`config.mk`:
```
export PLATFORM = sky130hd
export DESIGN_NAME = ccastles_trackball
export DESIGN_NICKNAME = d
export VERILOG_FILES = /design/src/rtl/ccastles_trackball.sv
export SDC_FILE = /design/constraint.sdc
export NUM_CORES = 1
export LEC_CHECK = 0
export BUFFER_PORTS_ARGS = -buffer_cell sky130_fd_sc_hd__buf_4
export CORE_ASPECT_RATIO = 0.8
export CORE_MARGIN = 3
export CORE_UTILIZATION = 65
export CTS_BUF_LIST = sky130_fd_sc_hd__clkbuf_2
export CTS_CLUSTER_DIAMETER = 150
export CTS_CLUSTER_SIZE = 16
export DETAILED_ROUTE_END_ITERATION = 10
export GPL_ROUTABILITY_DRIVEN = 1
export PLACE_DENSITY = 0.84
export SLEW_MARGIN = 20
export SYNTH_ARGS = -nofsm -noshare
export SYNTH_HDL_FRONTEND = slang
export SYNTH_SLANG_ARGS = --single-unit
```
`constraint.sdc`:
```
create_clock -name clk -period 7.1 [get_ports clk]
set_clock_uncertainty 0.05 [all_clocks]
set_input_delay 1.065 -clock clk [delete_from_list [all_inputs] [get_ports clk]]
set_output_delay 1.065 -clock clk [all_outputs]
set_load 0.03 [all_outputs]
```
`src/rtl/ccastles_trackball.sv`:
```
// rtl/ccastles_trackball.sv - joystick/mouse to quadrature-style trackball counter emulator
// Optional mouse input path: CCASTLES_TRACKBALL_MOUSE_EN
module ccastles_trackball #(
  parameter int TICK_DIV  = 12000,
  parameter int DRAIN_DIV = 64,
  parameter int ACC_W     = 10
) (
  input  logic              clk,
  input  logic              reset_n,
  input  logic [3:0]        joy,
  input  logic [1:0]        speed,
  input  logic              flip,
`ifdef CCASTLES_TRACKBALL_MOUSE_EN
  input  logic signed [8:0] mouse_dx,
  input  logic signed [8:0] mouse_dy,
  input  logic              mouse_tog,
`endif
  output logic [7:0]        trk_x,
  output logic [7:0]        trk_y,
  output logic              busy
);

  localparam int TW = (TICK_DIV > 1) ? $clog2(TICK_DIV) : 1;
  localparam int DW = (DRAIN_DIV > 1) ? $clog2(DRAIN_DIV) : 1;
  localparam int SW = ACC_W + 2;
  localparam int PMAX_I = 2 ** (ACC_W - 1) - 1;
  localparam logic signed [SW-1:0] PMAX = SW'(PMAX_I);
  localparam logic signed [SW-1:0] PMIN = -SW'(PMAX_I);
  localparam logic [TW-1:0] TLAST = TW'(TICK_DIV - 1);
  localparam logic [DW-1:0] DLAST = DW'(DRAIN_DIV - 1);

  typedef enum logic [1:0] {S_IDLE, S_WAIT, S_STEP} state_t;

  logic [3:0]              r_joy_s1, r_joy_s2;
  logic [TW-1:0]           r_tick_cnt;
  logic                    w_tick;
  logic signed [SW-1:0]    w_mag;
  logic                    r_busy;

  state_t                  r_state     [2];
  state_t                  w_state_nxt [2];
  logic signed [ACC_W-1:0] r_pend      [2];
  logic signed [ACC_W-1:0] w_pend_nxt  [2];
  logic [DW-1:0]           r_dcnt      [2];
  logic [DW-1:0]           w_dcnt_nxt  [2];
  logic [7:0]              r_trk       [2];
  logic [7:0]              w_trk_nxt   [2];
  logic signed [SW-1:0]    w_joy_term  [2];
  logic signed [SW-1:0]    w_mouse_term[2];
  logic signed [SW-1:0]    w_drain     [2];
  logic signed [SW-1:0]    w_sum       [2];

  assign w_tick = (r_tick_cnt == TLAST);
  assign w_mag  = SW'(speed) + SW'(1);

`ifdef CCASTLES_TRACKBALL_MOUSE_EN
  logic [2:0] r_tog_s;
  logic       w_mouse_stb;

  assign w_mouse_stb = r_tog_s[1] ^ r_tog_s[2];

  always_ff @(posedge clk or negedge reset_n) begin
    if (!reset_n) r_tog_s <= '0;
    else          r_tog_s <= {r_tog_s[1:0], mouse_tog};
  end

  // Deltas are held stable past the strobe, so they are folded straight into the accumulators.
  always_comb begin
    w_mouse_term[0] = '0;
    w_mouse_term[1] = '0;
    if (w_mouse_stb) begin
      w_mouse_term[0] = {{(SW-9){mouse_dx[8]}}, mouse_dx};
      w_mouse_term[1] = {{(SW-9){mouse_dy[8]}}, mouse_dy};
    end
  end
`else
  always_comb begin
    w_mouse_term[0] = '0;
    w_mouse_term[1] = '0;
  end
`endif

  always_comb begin
    w_joy_term[0] = '0;
    w_joy_term[1] = '0;
    if (w_tick) begin
      if (r_joy_s2[3] && !r_joy_s2[2]) w_joy_term[0] = w_mag;
      if (r_joy_s2[2] && !r_joy_s2[3]) w_joy_term[0] = -w_mag;
      if (r_joy_s2[1] && !r_joy_s2[0]) w_joy_term[1] = w_mag;
      if (r_joy_s2[0] && !r_joy_s2[1]) w_joy_term[1] = -w_mag;
    end
  end

  always_comb begin
    for (int a = 0; a < 2; a++) begin
      w_drain[a]     = '0;
      w_trk_nxt[a]   = r_trk[a];
      w_dcnt_nxt[a]  = '0;
      w_state_nxt[a] = r_state[a];
      w_pend_nxt[a]  = r_pend[a];

      if (r_state[a] == S_STEP) begin
        if (!r_pend[a][ACC_W-1]) begin
          w_drain[a]   = '1;
          w_trk_nxt[a] = flip ? r_trk[a] - 8'd1 : r_trk[a] + 8'd1;
        end else begin
          w_drain[a]   = SW'(1);
          w_trk_nxt[a] = flip ? r_trk[a] + 8'd1 : r_trk[a] - 8'd1;
        end
      end

      w_sum[a] = SW'(r_pend[a]) + w_joy_term[a] + w_mouse_term[a] + w_drain[a];
      if (w_sum[a] > PMAX)      w_pend_nxt[a] = PMAX[ACC_W-1:0];
      else if (w_sum[a] < PMIN) w_pend_nxt[a] = PMIN[ACC_W-1:0];
      else                      w_pend_nxt[a] = w_sum[a][ACC_W-1:0];

      // FSM follows the post-update accumulator so the first step lands DRAIN_DIV+1 cycles out.
      case (r_state[a])
        S_IDLE: if (w_pend_nxt[a] != '0) w_state_nxt[a] = S_WAIT;
        S_WAIT: begin
          if (w_pend_nxt[a] == '0)   w_state_nxt[a] = S_IDLE;
          else if (r_dcnt[a] == DLAST) w_state_nxt[a] = S_STEP;
          else                        w_dcnt_nxt[a]  = r_dcnt[a] + DW'(1);
        end
        S_STEP: w_state_nxt[a] = (w_pend_nxt[a] != '0) ? S_WAIT : S_IDLE;
        default: w_state_nxt[a] = S_IDLE;
      endcase
    end
  end

  always_ff @(posedge clk or negedge reset_n) begin
    if (!reset_n) begin
      r_joy_s1   <= '0;
      r_joy_s2   <= '0;
      r_tick_cnt <= '0;
      r_busy     <= 1'b0;
      for (int a = 0; a < 2; a++) begin
        r_state[a] <= S_IDLE;
        r_pend[a]  <= '0;
        r_dcnt[a]  <= '0;
        r_trk[a]   <= '0;
      end
    end else begin
      r_joy_s1   <= joy;
      r_joy_s2   <= r_joy_s1;
      r_tick_cnt <= w_tick ? '0 : r_tick_cnt + TW'(1);
      r_busy     <= (w_pend_nxt[0] != '0) || (w_pend_nxt[1] != '0);
      for (int a = 0; a < 2; a++) begin
        r_state[a] <= w_state_nxt[a];
        r_pend[a]  <= w_pend_nxt[a];
        r_dcnt[a]  <= w_dcnt_nxt[a];
        r_trk[a]   <= w_trk_nxt[a];
      end
    end
  end

  assign trk_x = r_trk[0];
  assign trk_y = r_trk[1];
  assign busy  = r_busy;

endmodule

```
---- Yosys cells after proc, flatten, opt, wreduce, memory -nomap -nowiden ----
Index checks and enable logic that the tools add are counted.
storage, ports and cells
  register bits ........................... 75
  word-level logic and storage cells ...... 93
cells by class
  $add $sub $neg .......................... 13
  magnitude comparators ................... 4
  eq/ne operators ......................... 11
  mux-type cells .......................... 36
  reduce and logical (&&, ||, !) cells .... 17
operators by type and width
  operator               number
  $mux 12                6
  $mux 8                 6
  $mux 10                4
  $mux 6                 6
  $add 10x12->12         2
  $add 12x12->12         2
  $gt 12x10->1 const B   2
  $lt 12x10->1 const B   2
  $mux 24                1
  $logic_not 10->1       2
  $reduce_bool 10->1     2
  $add 8x1->8 const B    2
  $sub 8x1->8 const B    2
  $add 14x1->14 const B  1
  $eq 14x14->1 const B   1
  $mux 14                1
  $add 6x1->6 const B    2
  $eq 6x6->1 const B     2
  $mux 2                 6
  $neg 3->12             1
  $pmux 2 s3             2
  $mux 3                 2
  $ne 3x3->1 const B     2
  $eq 2x1->1 const B     2
  9 further kinds        20

---- Depth between registers and ports, before layout ----
  depth in word-level cells ............... 13
  depth in mapped cells ................... 18
  mapped depth without buffers ............ 16

---- Worst setup path before layout ----
OpenSTA, ideal clock, no wires.
  path kind ............................... input-to-reg
  start point ............................. input port speed[0]
  end point ............................... register r_dcnt[11] (netlist bit)
  setup time .............................. 0.134 ns
  arrival ................................. 4.600 ns
  required time ........................... 6.916 ns
  slack ................................... 2.316 ns
  cell stages on the path ................. 14
  buffers on the path ..................... 0
  cells stage by stage .................... inv_1 ha_1 o31ai_1 nand2_1 fa_1 inv_1 ha_1 fa_1 xor2_1 or4_1 or4_1 or4_4 a31oi_4 nor4_1
RTL lines
  what                            RTL line  RTL
  start: declaration              11        input logic [1:0] speed,
  end signal: indexed assignment  151       r_dcnt[a] <= w_dcnt_nxt[a];
  end: declaration                44        logic [DW-1:0] r_dcnt [2];

==> Flow_metrics.wiki <==
{| class="wikitable"
! Metric !! Value
|-
| Lkg Pwr || 2.67 nW
|-
| Final net count || 590
|-
| Worst Tran Pin Value || 971 ps
|-
| Relative slew slack || 34.8%
|-
| Fraction of the mapped netlist area in compound gates || 14.8%
|-
| Maximum frequency from static timing analysis || 181 MHz
|-
| Leading area contributor after synthesis || dfrtp_1
|-
| Largest family of logic cells by synthesized area || simple AND/OR/NAND/NOR gates
|-
| Number of flops mapped to enable cells by yosys || 0
|-
| Total routing resource utilization after global routing || 24.6%
|-
| Fraction of synthesized cell area taken by the top area cell type || 38.1%
|-
| Io pins || 26
|-
| Hold depth || 0
|-
| Worst setup path class || reg2reg
|-
| Number of clock sinks || 75
|-
| CTS root buf || clkbuf_2
|-
| Post-synthesis mux area share || 0.203%
|-
| Reg-to-reg critical path endpoint || r_pend[16]
|-
| Total number of placement rows || 27
|-
| Post-placement setup slack || 1680 ps
|-
| Crit path max-delay family || compound AO/OA/AOI/OAI gates
|-
| WHS Endpoint || r_joy_s2[2]
|-
| Most frequent cells in the layout || dfrtp_1 (75), a21oi_1 (47), ha_1 (37)
|-
| Flop and latch count out of synthesis || 75
|-
| Power per Cell Area || 149 nW/µm²
|-
| Number of remaining DRC errors || 0
|-
| Critical path buffer and inverter count || 0
|-
| Proportion of synthesized chip area in sequential cells || 38.1%
|-
| Area taken by flip-flops and latches || 1880 µm²
|-
| Netlist area before placement || 4920 µm²
|-
| Number of cells in the design after placement || 604
|-
| RSZ-0062 raised after global routing || false
|-
| Top cells by area in the synthesized netlist || dfrtp_1 (38%), ha_1 (9.4%), fa_1 (6.5%)
|-
| Xor/xnor share of the synthesized area || 11.4%
|-
| Antenna-violating nets left || 0
|-
| Max-cap violations || 0
|-
| Number of hold buffers added after cts || 0
|-
| Most common cell after layout, fill and taps aside || dfrtp_1
|-
| Count of mapped cells out of synthesis || 501
|-
| Status || finished clean
|-
| Largest voltage drop on the vdd net || 0.124 mV
|-
| CTS tree || built
|-
| Worst hold start || r_joy_s1[2]
|-
| Detailed Route WL || 9900 µm
|-
| Initial antenna violation count || 0
|-
| Crit start category || register
|-
| Total nets after synthesis || 563
|-
| Total CTS buffers || 9
|-
| Port Buffers || 25
|-
| Die Outline Area || 8660 µm²
|-
| Post-cts repair resize count || 0
|-
| Number of levels the H-tree was split into || 3
|-
| Critical Path RT || 7540 ps
|-
| Number of warning messages in the yosys log || 0
|-
| Syn avg cell area || 9.82 µm²
|-
| Vertical extent of the die || 83.8 µm
|-
| HP Class || reg2reg
|-
| Number of max-slew violations in the final report || 0
|-
| Predominant post-synthesis flop cell || dfrtp_1
|-
| Slack of the worst reg-to-reg path || 1570 ps
|-
| Overall via count from detail_route || 3,772
|-
| Sum of internal, switching and leakage power || 0.792 mW
|-
| Buffer depth of the longest clock path || 2
|-
| Adder-cell share of the synthesized area || 15.9%
|-
| Share of synthesized registers carrying an async set or reset || 100%
|-
| Largest net degree at the start of global routing || 76
|-
| Biggest fanout along the worst timing path || 15
|-
| FF-to-FF Start || r_tick_cnt[0]
|-
| R2R depth || 15
|-
| Number of detailed-route iterations in the first pass || 6
|-
| CTS clk-pin slew, worst paths || 230 ps
|-
| Setup-violating endpoint count in the final report || 0
|-
| Average wire length per cell after detail routing || 16.0 µm
|-
| Min cycle time layout || 5530 ps
|-
| Initial detailed-routing violation count || 223
|-
| Area of combinational cells with multiple inputs || 2910 µm²
|-
| Proportion of layout cells with a drive suffix above 1 || 9.57%
|-
| Effective utilization at floorplan || 69.3%
|-
| Share of synthesized cell area in and, or, nand and nor gates || 16.8%
|-
| Worst path cell trace || ha_1 > nand4_1 > or3_1 > nor2_1 > nand2_1 > xnor2_1 > ha_1 > ha_1 > a21oi_1 > o21ai_0 > a31o_2 > a21oi_1 > xor2_1 > o21ai_0 > a21oi_1
|-
| Final Instance Count excl. Fillers || 620
|-
| Global-route wire length before repair || 16,900 µm
|-
| Critical path capture point type || register
|-
| CP max-delay cell || xor2_1
|-
| Area growth from synthesis to final layout || 8.34%
|-
| CP Data Arrival Time || 5970 ps
|-
| Number of library cell types mapped by synthesis || 49
|-
| Post-CTS setup-driven buffer insertion count || 0
|-
| Final HPWL from detailed placement || 7420 µm
|-
| Crit-path max cell delay || 720 ps
|-
| Vias in the first global route || 3,699
|-
| Core Box Area || 7090 µm²
|-
| Tcrit/Tclk final || 77.9%
|-
| Number of antenna repair diodes || 0
|-
| Clock latency of the later-clocked register in the worst-skew pair || 530 ps
|-
| Final global-route overflow total || 0
|-
| Final Hold Vio Count || 0
|-
| Fin worst setup slack || 1570 ps
|-
| DIE WIDTH || 103 µm
|-
| Via count normalized by instance count || 6.08
|-
| # fillers || 507
|-
| Post-route setup TNS || 0 ps
|-
| Gp weighted congestion || 0.929
|-
| Core utilization of the finished layout || 75.1%
|}
[logic make-up (layout without fill, tap and decap cells)]
kind of cell,count (synthesis),count (layout)
adders and majority gates,53,53
DFF,75,75
and+or+nand+nor,156,156
AOI/OAI and AO/OA,117,117
muxes,1,1
buffers and inverters,35,67
xor gates and xnor gates,64,64
[state kept, by name (all words and copies together), names as in the netlist]
| register | cells |
|---|---|
| r_dcnt | 12 |
| trk_x | 8 |
| trk_y | 8 |
| r_pend | 20 |
| r_tick_cnt | 14 |
| r_state | 4 |
| busy | 1 |
| r_joy_s2 | 4 |
| r_joy_s1 | 4 |
[where the power goes]
| part | internal [mW] | switching (mW) | total, mW |
|---|---|---|---|
| Sequential | 0.444 | 0.0134 | 0.458 |
| Clock | 0.120 | 0.156 | 0.276 |
| Combinational | 0.0256 | 0.0327 | 0.0583 |
| Total | 0.589 | 0.203 | 0.792 |
[routing by layer]
layer | up-vias | track usage, % | share of wire [%]
li1 | 1834 | - | -
met5 | - | 0 | 0
met2 | 119 | 37.9 | 47
met3 | 21 | 5.76 | 5.3
met1 | 1798 | 34.6 | 46
met4 | 0 | 6.94 | 1.6
[through the flow]
stage	area, µm²	hold WS, ps
2_1_floorplan	4920	281
3_3_place_gp	5180	283
3_5_place_dp	5180	292
4_1_cts	5330	320
5_1_grt	5330	326
6_report	5330	314
[worst reg2reg max path: cells and delay by family (launching register included)]
kind / cells / cell delay (ps)
XOR/XNOR: 2 / 920
AO/OA/AOI/OAI: 6 / 1730
AND/OR/NAND/NOR: 4 / 1510
adder cells (fa/ha/maj): 3 / 870
flip-flops: 1 / 430
[worst max path at each step]
stage                     cells past startpoint  slack, ps         end          start
after floorplan                              14       2320  r_dcnt[11]       speed[0]
after global placement                       16       1900  r_pend[16]       speed[0]
after detailed placement                     15       1680  r_pend[16]  r_tick_cnt[0]
after CTS                                    15       1670  r_pend[16]  r_tick_cnt[0]
after global routing                         15       1090  r_pend[16]  r_tick_cnt[0]
final                                        15       1570  r_pend[16]  r_tick_cnt[0]
[synthesized netlist by cell type (8+ instances only)]
cell type / n
nor3_1: 14
o21ai_0: 26
xor2_1: 31
a21o_1: 12
nand3_1: 17
xnor2_1: 33
nor4_1: 9
fa_1: 16
ha_1: 37
clkbuf_1: 9
nor2_1: 26
nand2_1: 32
dfrtp_1: 75
inv_1: 25
and3_1: 8
a21oi_1: 47
nand2b_1: 11
[cell type report]
type | instances | share of cell area, %
multi-input cells | 391 | 54.6
flip-flops and latches | 75 | 35.2
repair buffers | 26 | 3.66
well taps | 87 | 2.04
clock inverters | 7 | 1.88
inverters | 25 | 1.76
clock buffers | 9 | 0.845
Power figures use the tool's default switching activity.
